**src/rtl/hamming_secded_decoder.sv**
```systemverilog
// Extended-Hamming SECDED decoder with one registered output stage (valid/ready)
// and saturating single/multi error counters for link-quality monitoring.
module hamming_secded_decoder #(
    parameter int unsigned DATA_W  = 8,
    parameter int unsigned CNT_W   = 8,
    localparam int unsigned CHECK_W = calc_check_w(DATA_W),
    localparam int unsigned N       = DATA_W + CHECK_W
) (
    input  logic               clk,
    input  logic               rst_n,
    input  logic               in_valid,
    output logic               in_ready,
    input  logic [N:0]         code_in,
    input  logic               correct_en,
    output logic               out_valid,
    input  logic               out_ready,
    output logic [DATA_W-1:0]  data_out,
    output logic               err_single,
    output logic               err_multi,
    output logic [CHECK_W:0]   syndrome_out,
    input  logic               cnt_clr,
    output logic [CNT_W-1:0]   single_count,
    output logic [CNT_W-1:0]   multi_count
);

    function automatic int unsigned calc_check_w(input int unsigned dw);
        int unsigned r;
        r = 0;
        for (int unsigned k = 1; k < 31; k++) begin
            if (r == 0 && (32'd1 << k) >= dw + k + 1) r = k;
        end
        return r;
    endfunction

    // Hamming position of data bit d: the d-th non-power-of-two position from 3 upward.
    function automatic int unsigned data_pos(input int unsigned d);
        int unsigned cnt;
        int unsigned pos;
        cnt = 0;
        pos = 0;
        for (int unsigned i = 3; i <= N; i++) begin
            if ((i & (i - 1)) != 0) begin
                if (pos == 0 && cnt == d) pos = i;
                cnt++;
            end
        end
        return pos;
    endfunction

    localparam logic [CHECK_W-1:0] N_S     = CHECK_W'(N);
    localparam logic [CNT_W-1:0]   CNT_MAX = '1;

    logic [CHECK_W-1:0] syn;
    logic               par;
    logic               err_s;
    logic               err_m;
    logic               fix_en;
    logic               accept;
    logic [DATA_W-1:0]  data_x;

    logic               valid_q,  valid_d;
    logic [DATA_W-1:0]  data_q,   data_d;
    logic               err_s_q,  err_s_d;
    logic               err_m_q,  err_m_d;
    logic [CHECK_W:0]   syn_q,    syn_d;
    logic [CNT_W-1:0]   scnt_q,   scnt_d;
    logic [CNT_W-1:0]   mcnt_q,   mcnt_d;

    always_comb begin
        syn = '0;
        for (int unsigned i = 1; i <= N; i++) begin
            if (code_in[i]) syn = syn ^ CHECK_W'(i);
        end
        par = ^code_in;
    end

    // s==0 with p==1 means the overall parity bit itself flipped.
    assign err_s  = par && (syn <= N_S);
    assign err_m  = (par && (syn > N_S)) || (!par && (syn != '0));
    assign fix_en = correct_en && err_s;

    for (genvar g = 0; g < DATA_W; g++) begin : g_extract
        localparam int unsigned DPOS = data_pos(g);
        assign data_x[g] = code_in[DPOS] ^ (fix_en && (syn == CHECK_W'(DPOS)));
    end

    assign in_ready = !valid_q || out_ready;
    assign accept   = in_valid && in_ready;

    always_comb begin
        valid_d = valid_q;
        data_d  = data_q;
        err_s_d = err_s_q;
        err_m_d = err_m_q;
        syn_d   = syn_q;
        scnt_d  = scnt_q;
        mcnt_d  = mcnt_q;

        if (accept) begin
            valid_d = 1'b1;
            data_d  = data_x;
            err_s_d = err_s;
            err_m_d = err_m;
            syn_d   = {par, syn};
        end else if (out_ready) begin
            valid_d = 1'b0;
        end

        if (cnt_clr) begin
            scnt_d = '0;
            mcnt_d = '0;
        end else if (accept) begin
            if (err_s && scnt_q != CNT_MAX) scnt_d = scnt_q + 1'b1;
            if (err_m && mcnt_q != CNT_MAX) mcnt_d = mcnt_q + 1'b1;
        end
    end

    always_ff @(posedge clk or negedge rst_n) begin
        if (!rst_n) begin
            valid_q <= 1'b0;
            data_q  <= '0;
            err_s_q <= 1'b0;
            err_m_q <= 1'b0;
            syn_q   <= '0;
            scnt_q  <= '0;
            mcnt_q  <= '0;
        end else begin
            valid_q <= valid_d;
            data_q  <= data_d;
            err_s_q <= err_s_d;
            err_m_q <= err_m_d;
            syn_q   <= syn_d;
            scnt_q  <= scnt_d;
            mcnt_q  <= mcnt_d;
        end
    end

    assign out_valid    = valid_q;
    assign data_out     = data_q;
    assign err_single   = err_s_q;
    assign err_multi    = err_m_q;
    assign syndrome_out = syn_q;
    assign single_count = scnt_q;
    assign multi_count  = mcnt_q;

endmodule

```
**config.mk**
```make
export PLATFORM = sky130hd
export DESIGN_NAME = hamming_secded_decoder
export DESIGN_NICKNAME = d
export VERILOG_FILES = /design/src/rtl/hamming_secded_decoder.sv
export SDC_FILE = /design/constraint.sdc
export NUM_CORES = 1
export LEC_CHECK = 0
export BUFFER_PORTS_ARGS = -buffer_cell sky130_fd_sc_hd__buf_2
export CORE_ASPECT_RATIO = 0.75
export CORE_UTILIZATION = 40
export CTS_CLUSTER_SIZE = 24
export DETAILED_ROUTE_END_ITERATION = 8
export GPL_TIMING_DRIVEN = 0
export PLACE_DENSITY = 0.75
export RECOVER_POWER = 100
export SYNTH_ARGS = -nofsm -noshare
export SYNTH_HDL_FRONTEND = slang
export SYNTH_SLANG_ARGS = --single-unit
```
**constraint.sdc**
```tcl
create_clock -name clk -period 4.2 [get_ports clk]
set_input_delay 0.84 -clock clk [delete_from_list [all_inputs] [get_ports clk]]
set_output_delay 0.84 -clock clk [all_outputs]
set_load 0.01 [all_outputs]
```
**Word level (Yosys, flattened, before mapping)**

Index checks and enable logic that the tools add are counted.

- $add $sub $neg: 2
- Order comparisons: 2
- Equality and inequality tests: 10
- Muxes and demuxes: 20
- Bitwise operators: 19
- Reduce and logical (&&, ||, !) cells: 27

Operators with widths:

| kind | number |
|---|---|
| two-way mux 8 bit | 6 |
| two-way mux 4 bit | 5 |
| adder 8 x 1 -> 8 bit, second input constant | 2 |
| == test 4 bit, second input constant | 4 |
| != test 8 bit, second input constant | 2 |
| logical AND 1 bit | 15 |
| XOR reduction 13 bit | 1 |
| == test 4 x 3 -> 1 bit, second input constant | 3 |
| two-way mux 3 bit | 4 |
| NOT 2 bit | 6 |
| nonzero test 2 bit | 4 |
| XOR 1 bit | 8 |
| NOT 3 bit | 2 |
| == test 4 x 2 -> 1 bit, second input constant | 1 |
| > comparator 4 bit, second input constant | 1 |
| less-or-equal comparator 4 bit, second input constant | 1 |
| two-way mux 2 bit | 2 |
| AND reduction 2 bit | 2 |
| nonzero test 4 bit | 1 |
| two-way mux 1 bit | 3 |
| NOT 1 bit, first input constant | 3 |
| logical NOT 1 bit | 2 |
| logical OR 1 bit | 2 |

- Register bits after elaboration: 32
- Bits of input ports: 19
- Output and inout bits: 33
- Logic and storage cells: 87

**Longest topological paths before layout**

Gate-level depths: netlist of the first run.

- Depth after elaboration: 27
- Depth in mapped cells: 7
- Gate-level depth less buffers: 7

**Least setup slack after synthesis of the first run**

No wires, ideal clock.

- Kind: input-to-reg
- Start point: input port code_in[2]
- End point: register scnt_q[5], in the netlist single_count[5]
- Library setup time: 0.078 ns
- Arrival time: 2.750 ns
- Required time: 4.122 ns
- Setup slack: 1.371 ns
- Stages: 7
- Buffers on the path: 0
- Cell sequence: xnor2_4 > xnor3_1 > nor2_1 > a21oi_1 > or3_1 > or4_1 > a21oi_1

- Word-level cells in the longest chain between the ends: 21
- Elaborated cells between the ends (all ways): 22
- Classes of those cells: order compare (1); mux (11); bitwise (5); reduce/logical (5)

Ends and longest elaborated chain:

| element | RTL line | RTL |
|---|---|---|
| start, declared | 13 | `input logic [N:0] code_in,` |
| two-way mux 2 bit | 72 | `if (code_in[i]) syn = syn ^ CHECK_W'(i);` |
| NOT 2 bit (no source line) | - |  |
| two-way mux 2 bit | 72 |  |
| two-way mux 3 bit (2 in a row) | 72 |  |
| NOT 2 bit (no source line) | - |  |
| two-way mux 3 bit | 72 |  |
| NOT 3 bit (no source line) | - |  |
| two-way mux 3 bit | 72 |  |
| [... 3 more ...] | - |  |
| two-way mux 4 bit | 72 |  |
| NOT 3 bit (no source line) | - |  |
| two-way mux 4 bit (2 in a row) | 72 |  |
| less-or-equal comparator 4 bit | 78 | `assign err_s = par && (syn <= N_S);` |
| logical AND 1 bit (*) | 78 |  |
| logical AND 1 bit (*) | 113 | `if (err_s && scnt_q != CNT_MAX) scnt_d = scnt_q + 1'b1;` |
| nonzero test 2 bit (no source line) (*) | - |  |
| AND reduction 2 bit (no source line) (*) | - |  |
| end signal, assigned | 133 | `scnt_q <= scnt_d;` |
| end, declared | 66 | `logic [CNT_W-1:0] scnt_q, scnt_d;` |

Mark *: on every way between the ends. The rest lies on a longest branch, timed or not.
A chain may end at the register's enable or synchronous reset.

**Final worst setup path of the first run**

- Start point: input port code_in[7]
- End point: register scnt_q[5], in the netlist single_count[5]

- Word-level cells in the longest chain between the ends: 13
- Elaborated cells between the ends (all ways): 16
- Classes of those cells: order compare (1); mux (6); bitwise (4); reduce/logical (5)

Ends and longest elaborated chain:

| element | RTL line |
|---|---|
| two-way mux 3 bit | 72 |
| two-way mux 4 bit | 72 |
| NOT 2 bit (no source line) / two-way mux 4 bit (equally long branches) | - |
| two-way mux 4 bit / NOT 2 bit (equally long branches) | - |
| two-way mux 4 bit | 72 |
| NOT 3 bit (no source line) | - |
| two-way mux 4 bit (2 in a row) | 72 |
| less-or-equal comparator 4 bit | 78 |
| logical AND 1 bit (*) | 78 |
| logical AND 1 bit (*) | 113 |
| nonzero test 2 bit (no source line) (*) | - |
| AND reduction 2 bit (no source line) (*) | - |

Marked as above.

==> results of run 1 <==
-- routing by layer --
metal / share of wire / track usage / wire, um
met1: 0.54 / 0.2577 / 2311
met2: 0.40 / 0.2490 / 1700
met3: 0.061 / 0.05111 / 262
met4: 0.0063 / 0.05172 / 27
met5: 0 / 0 / 0
-- power by group through the flow --
stage	Clock (W)	Sequential, W	Combinational [W]
6_report	0.000324	0.000382	0.000325
5_1_grt	0.000349	0.000388	0.000361
4_1_cts	0.000332	0.000382	0.000356
3_5_place_dp	0	0.000387	0.000350
3_3_place_gp	0	0.000383	0.000347
2_1_floorplan	0	0.000405	0.000222
-- Yosys cell counts, types with 3 or more instances --
master / instances / area [sq um]
sky130_fd_sc_hd__a21o_1: 3 / 22.52
sky130_fd_sc_hd__a21oi_1: 8 / 40.04
sky130_fd_sc_hd__a31o_2: 3 / 26.28
sky130_fd_sc_hd__and3_1: 5 / 31.28
sky130_fd_sc_hd__clkbuf_1: 5 / 18.77
sky130_fd_sc_hd__dfrtp_1: 32 / 800.8
sky130_fd_sc_hd__mux2_2: 3 / 33.78
sky130_fd_sc_hd__nand2_1: 20 / 75.07
sky130_fd_sc_hd__nand2b_1: 4 / 25.02
sky130_fd_sc_hd__nand3_1: 8 / 40.04
sky130_fd_sc_hd__nor2_1: 21 / 78.83
sky130_fd_sc_hd__nor2b_1: 3 / 18.77
sky130_fd_sc_hd__nor3_1: 4 / 20.02
sky130_fd_sc_hd__nor4_1: 3 / 18.77
sky130_fd_sc_hd__o21ai_0: 10 / 50.05
sky130_fd_sc_hd__o31ai_1: 3 / 22.52
sky130_fd_sc_hd__or3_1: 4 / 25.02
sky130_fd_sc_hd__xnor2_1: 21 / 183.9
sky130_fd_sc_hd__xnor2_2: 4 / 65.06
sky130_fd_sc_hd__xnor2_4: 4 / 110.1
-- final cells by class --
type                       count  share of cell area
buffer                         6            0.009439
clock buffer                   7             0.04038
clock inverter                 1             0.01259
inverter                       1            0.001573
multi-input combinational    156              0.4819
sequential                    32              0.3356
tap                           57             0.02989
timing repair buffer          51             0.08862
-- worst max-delay path by stage --
| stage | end | slack, ns | cells after the start |
|---|---|---|---|
| 2_1_floorplan | single_count[5] | 1.37 | 7 |
| 3_3_place_gp | single_count[7] | 1.02 | 8 |
| 3_5_place_dp | single_count[5] | 0.93 | 8 |
| 4_1_cts | single_count[5] | 1.27 | 8 |
| 5_1_grt | single_count[7] | 0.61 | 8 |
| 6_report | single_count[5] | 0.91 | 8 |
-- flip-flops by register name, indices dropped and copies added, names as in the netlist --
name and count:
out_valid 1, err_single 1, syndrome_out 5, data_out 8
err_multi 1, multi_count 8, single_count 8
-- logic make-up (layout without fill, tap and decap cells) --
logic type | Yosys count | in the layout | synth area share
mux | 7 | 7 | 0.03786
xor+xnor | 35 | 35 | 0.2346
buf+inv | 7 | 66 | 0.01303
flops | 32 | 32 | 0.3973
compound gates | 33 | 33 | 0.1124
simple gates | 79 | 79 | 0.1924
fa+ha+maj | 2 | 2 | 0.01241
-- worst reg2reg max path, cell delays in order, from the launching register on --
cell,delay [ns]
sky130_fd_sc_hd__dfrtp_1,0.42
sky130_fd_sc_hd__ha_1,0.26
sky130_fd_sc_hd__and3_1,0.18
sky130_fd_sc_hd__a31o_2,0.28
sky130_fd_sc_hd__nor4_1,0.48
sky130_fd_sc_hd__nand3_1,0.16
sky130_fd_sc_hd__mux2_2,0.29
-- metrics by stage --
step	area [sq um]	std cells
CTS	2469	311
finish	2386	311
global placement	2342	303
floorplan	2016	195
detailed placement	2342	303
global route	2386	311
==> summary by stage, run 1 <==
Outcome
The run finished, with violations left. The final reports fail on design-rule violations, max-capacitance violations, max-slew violations.

Critical path
The reg-to-reg setup timing slack is 2.02 ns. Traced cell by cell, the critical path runs through clkbuf_1, xnor2_1, xnor2_1, xnor2_4, xnor2_1, or3_1, or4_1, a21oi_1. For the worst flop-to-flop path, the logic depth is 6. The timing startpoint of the critical path is code_in[7]. The largest stage delay on the critical path is approximately 0.78 ns. In this run the worst path has a maximum fanout of 8. The critical path launch point type is a primary input. The startpoint identified for the worst register-to-register timing path is single_count[0]. The cell class contributing the biggest share of worst-path delay is XOR/XNOR gates. The slowest cell on the critical path is sky130_fd_sc_hd__xnor2_1. STA puts the critical path data required time at 4.41 ns. The worst setup path is captured at a register. Among the stages of the critical path, the cell type that occurs most often is sky130_fd_sc_hd__xnor2_1. The number of buffers and inverters on the critical path is 1. The type of the worst setup path is primary input to register. In this run the critical register-to-register path is captured at single_count[7]. The arrival time of the worst setup path is ~3.5 ns.

Synth
The Yosys step of the flow raised 0 warnings. Counting flops and latches in the post-synthesis netlist gives 32. When the netlist entered floorplanning its net count stood at approximately 220. The count of distinct cell types in the synthesized netlist is 39. The gate count of the mapped netlist is 195. The post-synthesis async set-or-reset flop share is 1.000. The post-synth design cell area is between 0.002 and 0.0025 sq mm. The share of the Yosys chip area taken by registers is 0.3973. In the synthesized netlist the dominant register cell turns out to be sky130_fd_sc_hd__dfrtp_1. The post-synthesis average cell area is between 10 and 15 sq um. The number of synthesized flops with an enable pin is 0.

Place
The worst-case setup slack after placement is just over 0.9 ns. The final weighted congestion in routability-driven placement is ~0.8. The half-perimeter wire length of the detailed placement result is 3183 um. Input and output buffers added on the ports amount to 51.

Die
The core region is about 0.0047 sq mm. The die boundary width is around 84 um. The overall die height is roughly 63 um. The site row count is 21. 52 I/O pins were placed. The floorplan step defined a die boundary enclosing between 0.005 and 0.006 sq mm. The starting density of the core is 0.4334.

STA
The highest clock frequency the design can meet is just over 0.3 GHz. The final-report hold violation count is 0. The final number of max-transition violations is 33. The worst hold-check slack is about 0.48 ns.

After layout, the minimum clock period comes to 3.286 ns. Across the routed clock network, the largest skew measured is between 0.005 and 0.006 ns. Adding up every negative setup slack in the final design gives 0 ns.

The post-route worst setup slack is roughly 0.91 ns. The portion of the clock cycle consumed by the worst path in the final layout is 0.7824. The number of setup violations in the final report is 0. Headroom to the max-slew limit came out at -0.1478. At the pin with the least slew margin, the transition time is 1.722 ns. Setup repair after global routing left no endpoint under its margin.

Hold path
The instance count along the most critical hold path is 2. The type of the most critical hold path is register to register. The worst hold path terminates at data_out[3]. The worst hold path begins at data_out[3].

Clock tree
The buffer cell driving the clock tree root is sky130_fd_sc_hd__clkbuf_8. The clock-pin slew reported for the worst setup and hold paths after clock tree synthesis is about 0.07 ns. The number of buffers created by CTS is 5. The clock sink total is 32.

The clock tree from TritonCTS is yes. The number of gates resized after CTS was 0. The insertion delay to the later sink of the worst-skew pair is a little under 0.3 ns. Buffers added to address setup during post-CTS repair amount to 0. The maximum number of buffers from clock root to sink is 2. The number of H-tree levels is 2.

For this design, the CTS-stage hold fixing added 0 buffers.

Finish
In the final layout, the multi-input gates occupy between 0.001 and 0.0015 sq mm. The number of antenna diodes is 0. In the layout the commonest cells are 41 x sky130_fd_sc_hd__clkbuf_1, 32 x sky130_fd_sc_hd__dfrtp_1, 24 x sky130_fd_sc_hd__xnor2_1.

Leaving out fill and tap cells, the most frequent cell in the layout is sky130_fd_sc_hd__clkbuf_1. The utilization after layout is 0.5130. The area taken by flip-flops and latches is roughly 800 sq um. The number of inserted filler cells in the final layout is about 460. For this run, the post-layout net count is 274.

From synthesis to final layout, the design area changed by 18.37%. The fraction of final layout cells with drive strength greater than 1 is 0.1535.

Pwr
The internal portion of the total power is ~0.00069 W. Of the total power, the share spent switching nets is 0.3297. The share of total power dissipated in combinational logic is 0.315. The peak supply drop is between 0.15 and 0.2 mV. Dividing total power by cell area gives a power density of 432.2 mW/mm^2.

The total power is 0.001031 W. The share of total power dissipated in sequential elements is 0.371. The net switching power is 0.0003401 W. Of the total power, the clock network draws 0.314. The reported leakage power is 1.004 nW.

GRT
The global-route wire length before repair is approximately 7300 um. The pin count of the biggest net entering global routing is 33. The global-route usage over all layers is 0.1756. The aggregate global routing overflow is 0. The number of global-route vias before repair is around 1500. The number of antenna violations at the first check in global routing was 0.

Route
The detailed router placed between 1500 and 2000 vias in this run. The routed design has between 4000 and 5000 um of wire. Dividing the detail-routed wire length by the instance count gives around 14 um. The pre-antenna-repair detailed-routing pass consisted of 6 iterations.

For this block, the initial DRC count from the detailed router was 71. For this run, design rule violations remaining after detail routing come to 7. The remaining number of nets flagged by the antenna check after routing is 0. The vias per cell is 5.215.

Run
The number of violations of the max-capacitance limit is 1.
(Power assumes the default switching activity.)
==> run 2: changes to the inputs <==
ABC_AREA = 1   (was not set)
PLACE_DENSITY = 0.76   (was 0.75)
clock period = 2.8 ns   (was 4.2 ns; I/O delays follow)
==> run 2 against run 1 <==
The run ends with max-capacitance violations, max-slew violations left. Total power increased by 32%. Critical path depth increased by 5. Clock skew increased by 0.0030 ns. Die area increased by 15%. Routed wire length increased by 32%. Clock-buffer cell count decreased by 1. Critical endpoint unchanged. Highest routed layer unchanged.
==> summary by stage, run 2 <==
Clock tree
The root buffer cell chosen for the clock tree is sky130_fd_sc_hd__clkbuf_8. The setup fix buffers added after clock tree synthesis is 0 (unchanged). The number of H-tree levels is 2 (unchanged).

The maximum number of buffers from clock root to sink came to 2 (unchanged). The clock tree from TritonCTS is yes. The clock-pin slew reported for the worst setup and hold paths after clock tree synthesis is 0.07 ns (about the same). The number of buffers created by CTS is 5 (unchanged).

The post-cts gate resize count was 0 (unchanged). The insertion delay to the later sink of the worst-skew pair is 0.30 ns (about the same). The count of hold buffers inserted by post-cts repair is 0 (unchanged). The clock sink total is 32 (unchanged).

Synth
The number of synthesized flops with an enable pin is 0 (unchanged). Ranked by instance count, the synthesized netlist is headed by 148 x sky130_fd_sc_hd__nand2_1, 57 x sky130_fd_sc_hd__nand3_1, 32 x sky130_fd_sc_hd__dfrtp_1. The xor-xnor portion of the synthesized cell area is 0.03767 (-0.1970). In the post-synthesis netlist, the biggest area contributors are sky130_fd_sc_hd__dfrtp_1 34%, sky130_fd_sc_hd__nand2_1 24%, sky130_fd_sc_hd__nand3_1 12%.

By area, the combinational part of the netlist is dominated by simple AND/OR/NAND/NOR gates. The adder-cell share of the synthesized area is 0.01076 (-0.001650). The gate count of the mapped netlist is 347 (+78%). The post-synthesis async set-or-reset flop share was 1.000 (unchanged). The fraction of the mapped netlist area in simple logic gates is 0.5296 (+0.3372). The post-synth net total is 368 (+70%). The most used standard cell by instance count after synthesis is sky130_fd_sc_hd__nand2_1. The compound-gate portion of the synthesized area is 0.008611 (-0.1037). The post-synth design cell area was 0.002325 sq mm (+15%).

The sequential fraction of the synthesis area is 0.3445 (-0.05281). For this run, the leading register cell type out of synthesis is sky130_fd_sc_hd__dfrtp_1. The number of warnings issued by yosys is 0 (unchanged). The top cell type by total area after synthesis is sky130_fd_sc_hd__dfrtp_1. The count of distinct cell types in the synthesized netlist is 27 (-31%). The share of cell area taken by muxes after synthesis came to 0 (-0.03786). The area share of the largest cell type after synthesis came to 0.3445 (-0.05281). The register bit total from synthesis is 32 (unchanged). The post-synthesis average cell area is 6.700 sq um (-35%).

Critical path
The type of the worst setup path is primary input to register. The critical path required time is 2.99 ns (-1.42 ns). The top fanout value on the critical path is 10 (+2).

The arrival time of the worst setup path was 2.40 ns (-1.09 ns). The critical path launch point type is a primary input. The worst setup path is captured at a register.

STA
Of the available clock period, the critical path in the final layout requires 0.7878. The clock period could shrink to around 2.2 ns. The worst max-slew margin expressed relative to the limit is -0.1333 (+0.01451).

The final-report hold violation count is 0 (unchanged). Static timing analysis puts the maximum clock frequency at between 0.4 and 0.5 GHz. The final number of max-transition violations is 33 (unchanged). The slew at the pin closest to its max-slew limit is 1.700 ns (-0.02177 ns).

The final setup TNS is 0 ns (unchanged). Setup repair after global routing left no endpoint under its margin. The number of setup violations in the final report was 0 (unchanged). The clock tree skew after final layout is 0.008720 ns (+0.003005 ns).

Route
The remaining number of nets flagged by the antenna check after routing is 0 (unchanged). The routed wire length is 5673 um (+32%). The iteration count of the initial detailed-routing pass was 4 (-2).

The total number of vias came to 2385 (+47%). The post-detailed-route wirelength per cell came to 11.84 um (-14%). The vias per cell is 4.979 (-4.5%). The DRC marker count from the first detailed-route iteration is 146 (+110%). The number of design rule violations left after detail routing is 0 (-7).

Finish
In the layout the commonest cells are 153 x sky130_fd_sc_hd__nand2_1, 59 x sky130_fd_sc_hd__nand3_1, 41 x sky130_fd_sc_hd__clkbuf_1. The post-synthesis to final-layout area growth is 15.50%. The number of antenna diodes is 0 (unchanged). The number of inserted filler cells in the final layout was 588 (+29%). The library cell used most frequently in the layout, excluding fill and tap cells, is sky130_fd_sc_hd__nand2_1.

The fraction of final layout cells with drive strength greater than 1 is 0.1015 (-0.05206). The post-layout net count is 424 (+55%).

Pwr
The total power was 0.001361 W (+32%). The power per standard cell area is 507.0 mW/mm^2 (+17%). The reported leakage power was 1.440 nW (+43%).

The peak supply drop was 0.1754 mV (+13%).

Place
The port buffer count is 49 (-3.9%). The half-perimeter wire length of the detailed placement result was 4304 um (+35%). The final weighted congestion in routability-driven placement is 0.9407 (+17%).

GRT
The global-route usage over all layers is 0.1901 (+0.01450). The global-route wire length before repair is 9211 um (+26%). The number of global-route vias before repair was 1950 (+29%). The number of antenna violations at the first check in global routing came to 0 (unchanged). The aggregate global routing overflow is 0 (unchanged). The pin count of the biggest net entering global routing is 33 (unchanged).

Outcome
The final reports fail on max-capacitance violations, max-slew violations. The run finished, with violations left.

Run
The number of violations of the max-capacitance limit is 1 (unchanged).

Die
The area of the core region is 0.005468 sq mm (+18%). The site row count is 23 (+9.5%). The area enclosed by the die boundary was 0.006124 sq mm (+15%). The overall die height was 68.02 um (+7.2%).

The die boundary width is 90.03 um (+7.2%). The starting density of the core came to 0.4252 (-0.008242). The number of primary I/O pins was 52 (unchanged).

Hold path
The path class of the tightest hold or removal check is register to register.
run 2: area by class of cell:
type	instances	area [sq um]	area share
Sequential cell	32	800.8	0.2982
Clock inverter	2	35.03	0.01305
Multi-Input combinational cell	275	1320	0.4916
Tap cell	75	93.84	0.03495
Clock buffer	6	72.57	0.02703
Inverter	33	126.4	0.04706
Timing Repair Buffer	49	202.7	0.07549
Buffer	7	33.78	0.01258
run 2: per-stage QoR:
stage / setup WS, ns / hold WS [ns] / utilization / cells / instance area (sq um)
3_5_place_dp: 0.6107 / 0.4627 / 0.4872 / 471 / 2664
6_report: 0.5943 / 0.4837 / 0.4911 / 479 / 2685
3_3_place_gp: 0.6560 / 0.4615 / 0.4872 / 471 / 2664
5_1_grt: 0.3855 / 0.5104 / 0.4911 / 479 / 2685
2_1_floorplan: 1.033 / 0.2644 / - / 347 / 2325
4_1_cts: 0.9198 / 0.3370 / 0.5069 / 479 / 2771
run 2: logic make-up (layout without fill, tap and decap cells):
group                    after synthesis  count (layout)
AO/OA/AOI/OAI                          4               4
XOR/XNOR                              10              10
AND/OR/NAND/NOR                      259             259
adder cells (fa/ha/maj)                2               2
buffers and inverters                 40              97
flip-flops                            32              32
run 2: worst paths after layout:
check | start | end | slack (ns) | cells after the start
hold / removal | syndrome_out[1] | syndrome_out[1] | 0.48 | 2
min in group asynchronous | rst_n | single_count[4] | 0.69 | 1
setup / recovery | code_in[12] | single_count[5] | 0.59 | 13
hold reg to reg | syndrome_out[1] | syndrome_out[1] | 0.48 | 2
max in group asynchronous | rst_n | syndrome_out[2] | 1.11 | 1
setup reg to reg | single_count[1] | single_count[5] | 0.92 | 8
run 2: critical path: stages:
cell and delay, ns:
sky130_fd_sc_hd__buf_2 0.13, sky130_fd_sc_hd__inv_1 0.12, sky130_fd_sc_hd__nand2_1 0.09, sky130_fd_sc_hd__nand3_1 0.09
sky130_fd_sc_hd__nand3_1 0.12, sky130_fd_sc_hd__nand2_4 0.14, sky130_fd_sc_hd__nand3_1 0.09, sky130_fd_sc_hd__nand2_1 0.37
sky130_fd_sc_hd__nand2_8 0.12, sky130_fd_sc_hd__inv_4 0.09, sky130_fd_sc_hd__nand3b_1 0.25, sky130_fd_sc_hd__nand3_1 0.17
sky130_fd_sc_hd__nand2_1 0.06
run 2: metal layers:
| layer | wire (um) | part of all wire | track usage |
|---|---|---|---|
| met3 | 408 | 0.072 | 0.05444 |
| met4 | 55 | 0.0097 | 0.04839 |
| met5 | 0 | 0 | 0 |
| met1 | 2796 | 0.49 | 0.2674 |
| met2 | 2412 | 0.43 | 0.2872 |
run 2: report_power, final:
| group | switching [W] | internal (W) | total [W] |
|---|---|---|---|
| sequential | 0.0000330 | 0.000510 | 0.000543 |
| clock | 0.000186 | 0.000264 | 0.000450 |
| combinational | 0.000258 | 0.000111 | 0.000369 |
